==> config.mk <==
export PLATFORM = sky130hd
export DESIGN_NAME = uart_fifo_drain_ctrl
export DESIGN_NICKNAME = d
export VERILOG_FILES = /design/src/rtl/uart_fifo_drain_ctrl.sv
export SDC_FILE = /design/constraint.sdc
export NUM_CORES = 1
export LEC_CHECK = 0
export BUFFER_PORTS_ARGS = -buffer_cell sky130_fd_sc_hd__clkbuf_2
export CAP_MARGIN = 15
export CORE_AREA = 2 2 129 68
export CTS_BUF_LIST = sky130_fd_sc_hd__clkbuf_8
export CTS_CLUSTER_DIAMETER = 150
export DETAILED_ROUTE_END_ITERATION = 8
export DIE_AREA = 0 0 131 70
export PLACE_DENSITY = 0.85
export REMOVE_ABC_BUFFERS = 1
export SYNTH_ARGS = -nofsm -noshare
export SYNTH_HDL_FRONTEND = slang
export SYNTH_SLANG_ARGS = --single-unit
==> constraint.sdc <==
create_clock -name clk -period 3.5 [get_ports clk]
set_input_delay 0.35 -clock clk [delete_from_list [all_inputs] [get_ports clk]]
set_output_delay 0.35 -clock clk [all_outputs]
set_load 0.005 [all_outputs]
==> src/rtl/uart_fifo_drain_ctrl.sv <==
// Read-side sequencer for the UART TX byte FIFO: pops one byte at a time into the
// transmitter, with CTS gating, an optional inter-byte gap and a host-commanded flush.
module uart_fifo_drain_ctrl #(
  parameter bit          CTS_ENABLE     = 1'b1,
  parameter int unsigned INTER_BYTE_GAP = 0
) (
  input  logic        clk,
  input  logic        rst,
  input  logic        enable,
  input  logic        flush,
  input  logic        cts_n,
  input  logic        fifo_empty,
  input  logic [7:0]  fifo_read_data,
  output logic        fifo_read_strobe,
  input  logic        tx_ready,
  output logic        tx_start,
  output logic [7:0]  tx_byte,
  output logic        busy,
  output logic [31:0] bytes_sent,
  output logic [31:0] bytes_flushed
);

  typedef enum logic [3:0] {
    IDLE,
    SETTLE,
    LOAD,
    SEND,
    WAIT_TX,
    GAP,
    FLUSH_CHK,
    FLUSH_RD,
    FLUSH_WAIT
  } state_t;

  localparam logic [15:0] GAP_LOAD = 16'(INTER_BYTE_GAP);
  localparam bit          GAP_EN   = (INTER_BYTE_GAP != 0);

  state_t      state;
  logic        flush_pending;
  logic [15:0] gap_count;
  logic        cts_ok;

  assign cts_ok = !CTS_ENABLE || !cts_n;

  // Strobe, start and busy decode straight from the state register, so a reset
  // drops them in the same cycle it is asserted.
  assign fifo_read_strobe = (state == LOAD) || (state == FLUSH_RD);
  assign tx_start         = (state == SEND);
  assign busy             = (state != IDLE);

  // NOTE: all state is updated with non-blocking assignments so every branch below
  // sees the values from the start of the cycle, regardless of statement order.
  always_ff @(posedge clk or posedge rst) begin
    if (rst) begin
      state         <= IDLE;
      flush_pending <= 1'b0;
      gap_count     <= '0;
      tx_byte       <= '0;
      bytes_sent    <= '0;
      bytes_flushed <= '0;
    end else begin
      // A new flush request arriving on the same edge as FLUSH_RD entry must survive.
      if (flush) begin
        flush_pending <= 1'b1;
      end else if (state == FLUSH_CHK && !fifo_empty) begin
        flush_pending <= 1'b0;
      end

      case (state)
        IDLE: begin
          if (flush_pending) begin
            state <= FLUSH_CHK;
          end else if (enable && !fifo_empty && tx_ready && cts_ok) begin
            state <= SETTLE;
          end
        end
        SETTLE: state <= LOAD;
        LOAD: begin
          tx_byte <= fifo_read_data;
          state   <= SEND;
        end
        SEND: begin
          bytes_sent <= bytes_sent + 32'd1;
          state      <= WAIT_TX;
        end
        WAIT_TX: begin
          if (tx_ready) begin
            if (GAP_EN) begin
              gap_count <= GAP_LOAD;
              state     <= GAP;
            end else begin
              state <= IDLE;
            end
          end
        end
        GAP: begin
          if (gap_count <= 16'd1) begin
            gap_count <= '0;
            state     <= IDLE;
          end else begin
            gap_count <= gap_count - 16'd1;
          end
        end
        FLUSH_CHK: state <= fifo_empty ? IDLE : FLUSH_RD;
        FLUSH_RD: begin
          bytes_flushed <= bytes_flushed + 32'd1;
          state         <= FLUSH_WAIT;
        end
        // The FIFO empty flag lags the pop by a cycle; re-check only after it settles.
        FLUSH_WAIT: state <= FLUSH_CHK;
        default:    state <= IDLE;
      endcase
    end
  end

endmodule

After elaboration in Yosys (flattened, before gate mapping) --
Index checks and enable logic that the tools add are counted. W data, S select, Z words.
Word-level totals: register bits 93, word-level logic and storage cells 41
Operators by class: reduce and logical (&&, ||, !) cells 11, order comparisons 1, equality and inequality tests 11, $add $sub $neg 3, mux-type cells 9
Operators with widths (number):
- $add A32 B1 Y32 const B | 2
- $pmux W4 S9 | 1
- $eq A4 B3 Y1 const B | 4
- $le A16 B1 Y1 const B | 1
- $mux W16 | 1
- $mux W4 | 4
- $sub A16 B1 Y16 const B | 1
- $eq A4 B2 Y1 const B | 2
- $eq A4 B1 Y1 const B | 1
- $eq A4 B4 Y1 const B | 1
- $logic_and A1 B1 Y1 | 4
- $logic_not A4 Y1 | 1
- $ne A2 B2 Y1 const B | 2
- $reduce_bool A4 Y1 | 1
- $mux W3 | 1
- $ne A3 B3 Y1 const B | 1
- $reduce_and A3 Y1 | 1
- $logic_not A1 Y1 | 2
- $mux W1 | 2
- $reduce_bool A2 Y1 | 1
- $logic_or A1 B1 Y1 | 1

Longest topological paths before layout --
word-level depth 7, depth in mapped cells 7, depth with buffers taken out 5

Worst setup path after synthesis --
Ideal clock, no wire load.
path type register to register, from reg gap_count[2], to reg gap_count[2], cell stages (with the launch flop) 6, setup slack 1808 ps, path buffers 1, data required time 3381 ps, library setup time 119 ps, arrival 1573 ps, path through dfrtp_1 -> nor4_4 -> nand4_1 -> nor3b_4 -> buf_6 -> nor2_2
On the way: cells in the longest elaborated chain, start to end 2
RTL lines:
- start, declared | line 40 | logic [15:0] gap_count;
- start signal, assigned | line 101 | gap_count <= gap_count - 16'd1;
- $sub A16 B1 Y16 / $le A16 B1 Y1 (equally long branches) | line 101, 97
- $mux W16 * | line 97 | if (gap_count <= 16'd1) begin
Mark *: on every way between the ends. The rest lies on a longest branch, timed or not. A chain may end at the register's enable or synchronous reset.

Worst setup path after layout --
from reg state[2], to reg bytes_flushed[22]
On the way: cells in the longest elaborated chain, start to end 1
RTL lines:
- start, declared | line 38 | state_t state;
- start signal, assigned | line 104 | FLUSH_CHK: state <= fifo_empty ? IDLE : FLUSH_RD;
- $eq A4 B3 Y1 | line 69 | case (state)
- end signal, assigned | line 106 | bytes_flushed <= bytes_flushed + 32'd1;
- end, declared | line 20 | output logic [31:0] bytes_flushed
Every way passes these cells.

==> out/metrics.csv <==
stage,metric,value,unit
pwr,vdd_ir_drop_max,393,µV
placed_design,dp_hpwl,6810,µm
yosys,synth_warnings,0,
routing,via_per_inst,5.46,
sta,finalSetupViolCount,0,
yosys,synth_cells,400,
pwr,p_leak,2.52,nW
clocking,tritoncts,built,
sta,finalHoldViolations,0,
job,maxCapViolations,0,
routing,wl_per_cell,15.3,µm
clocking,cts-root-buf,clkbuf_8,
routing,ant_nets,0,
sta,max_slew_margin,26.9,%
floorplan,die_area,9170,µm²
final_layout,n_antenna_cell,0,
floorplan,start_util,54.5,%
yosys,yosys-top-cells-area,"dfrtp_1 52%, xnor2_1 8.2%, xor2_1 5.3%, nand4_1 3.6%, nand3_1 3.0%",
final_layout,final_cell_mix,"93 x dfrtp_1, 89 x clkbuf_2, 42 x xnor2_1, 27 x nand3_1, 27 x xor2_1",
final_layout,drive_gt1_share,29.4,%
clocking,clk_latency,0.36,ns
global_routing,grt_pass1_wl,15700,µm
sta,fin_crit_sh,67.0,%
routing,dr.pass1.iters,4,
routing,drc,0,
clocking,cts_buffers,9,
sta,period_needed,2.35,ns
yosys,synthFlopType,dfrtp_1,
final_layout,final_nets,510,
floorplan,die_w,131,µm
global_routing,antenna_found_initial,0,
floorplan,die_y,70,µm
final_layout,final_common_cell,dfrtp_1,
worst_setup_path,crit_path_top_delay_cell,nor4_2,
final_layout,multi_input_area,2070,µm²
sta,grt_setup_unrepaired,false,
sta,skew,0.00907,ns
worst_setup_path,arrival,2.59,ns
worst_setup_path,critPathMaxStageDelay,0.99,ns
yosys,avgSynthCellArea,11.3,µm²
yosys,ys_seq_elements,93,
placed_design,dp_cells,596,
worst_setup_path,cp_top_family,simple AND/OR/NAND/NOR gates,
worst_setup_path,cp_max_fo,11,
final_layout,nFillCells,673,
clocking,path_clk_slew,0.09,ns
yosys,synth_cell_type_count,53,
worst_setup_path,path_cells,"nand4b_4, nor4_2, nand4_1, xnor2_1",
worst_setup_path,worst-endpoint-required,3.75,ns
yosys,synth_top_area_share,51.7,%
sta,report.final.slew_viol_count,0,
final_layout,seqCellArea,2330,µm²
clocking,cts.htree.levels,3,
worst_setup_path,timing_worst_setup_path_type,reg2reg,
worst_setup_path,start_kind,register,
status,status,completed,
floorplan,core-area,8260,µm²
global_routing,grt_overflow_total,0,
clocking,cts_sinks,93,
global_routing,grt_max_degree,34,
yosys,synth_edf_count,0,
yosys,synth.cell_area,4500,µm²
clocking,cts_resized,0,
routing,finalWirelength,9350,µm
routing,dr_total_vias,3329,
floorplan,placementRows,24,
worst_setup_path,worst-path-buf-inv,0,
sta,fin_setup_tns,0,ns
yosys,ys_seq_area_share,51.7,%
worst_setup_path,worstSetupEndpointType,register,
clocking,clk_path_buf_depth,2,
clocking,cts_setup_buffers,0,
hold_path,hold_path_class,in2reg,
floorplan,ioPinCount,90,
sta,tightest_slew,1.09,ns
placed_design,portBuffers,89,
routing,drt_iter0_drc,151,
placed_design,gp_congestion,0.801,
global_routing,grt_pass1_vias,3277,
final_layout,stdcell_count,610,
sta,timing.fmax,0.426,GHz
yosys,async_flop_share,100,%
yosys,yosysTopAreaCell,dfrtp_1,
final_layout,syn2layout_area_growth,15.9,%
final_layout,final_util,63.2,%
global_routing,track_usage,21.7,%
pwr,p_per_area,553,nW/µm²
timing repair:
item                                   in CTS  in global routing
hold buffers                                1                  0
setup endpoints to repair                   0                  0
endpoints found under the hold margin      29                  0
flip-flops by register name, indices dropped and copies added (netlist names):
| register | cells |
|---|---|
| flush_pending | 1 |
| gap_count | 16 |
| tx_byte | 8 |
| state | 4 |
| bytes_flushed | 32 |
| bytes_sent | 32 |
path summary, 6_finish.rpt:
| kind | from | to | slack, ns | cells past startpoint |
|---|---|---|---|---|
| max | state[2] | bytes_flushed[22] | 1.15 | 4 |
| max in group asynchronous | rst | bytes_flushed[27] | 2.15 | 4 |
| max reg2reg | state[2] | bytes_flushed[22] | 1.15 | 4 |
| min in group asynchronous | rst | gap_count[10] | 0.55 | 3 |
| min | flush | flush_pending | 0.17 | 2 |
| min reg2reg | bytes_sent[31] | bytes_sent[31] | 0.47 | 1 |
power by group:
group	internal (mW)	leakage, nW	switching (mW)
Sequential	1.27	1.24	0.228
Combinational	0.360	1.18	0.402
Clock	0.284	0.0885	0.346
Total	1.91	2.52	0.976
per-layer routing:
metal	GRT usage, %	wire (µm)	up-vias
met2	31.6	4160	94
met4	7.33	93	0
met1	31.4	4540	1631
met5	0	0	-
li1	-	-	1596
met3	6.13	555	8
cell type report:
cell class              count  area share [%]
flip-flops and latches     93            44.6
multi-input cells         284            39.6
repair buffers             92            9.02
clock buffers              11            2.90
well taps                 117            2.81
inverters                  11           0.839
clock inverters             2           0.240
kinds of logic (layout without fill, tap and decap cells):
kind of cell | count (synthesis) | after routing | synth area share [%]
mux | 11 | 11 | 2.67
flops | 93 | 93 | 51.7
fa+ha+maj | 4 | 4 | 1.11
simple gates | 178 | 178 | 25.5
xor+xnor | 69 | 69 | 13.4
compound gates | 22 | 22 | 3.20
buf+inv | 23 | 116 | 2.39
worst register-to-register path: cells and delay by family, from the launching register on:
family           cells  cell delay, ns
flip-flops           1            0.57
AND/OR/NAND/NOR      3            1.48
XOR/XNOR             1            0.19
cell usage after synthesis (all sizes together) (6+ instances only):
| library cell | number |
|---|---|
| a21oi | 6 |
| and3 | 7 |
| and4 | 7 |
| buf | 9 |
| dfrtp | 93 |
| inv | 10 |
| mux2 | 8 |
| nand2 | 26 |
| nand3 | 27 |
| nand4 | 30 |
| nor2 | 28 |
| nor3 | 18 |
| nor4 | 7 |
| o21ai | 7 |
| xnor2 | 42 |
| xor2 | 27 |
stage by stage:
| step | area [µm²] | hold WS [ns] | setup WS [ns] | power, mW |
|---|---|---|---|---|
| floorplan | 4440 | 0.442 | 0.730 | 2.00 |
| global placement | 5040 | 0.380 | 1.35 | 2.22 |
| detailed placement | 5040 | 0.386 | 1.19 | 2.27 |
| CTS | 5220 | 0.149 | 1.15 | 2.91 |
| global route | 5220 | 0.156 | 0.952 | 3.08 |
| finish | 5220 | 0.167 | 1.15 | 2.89 |
Power figures use the tool's default switching activity.
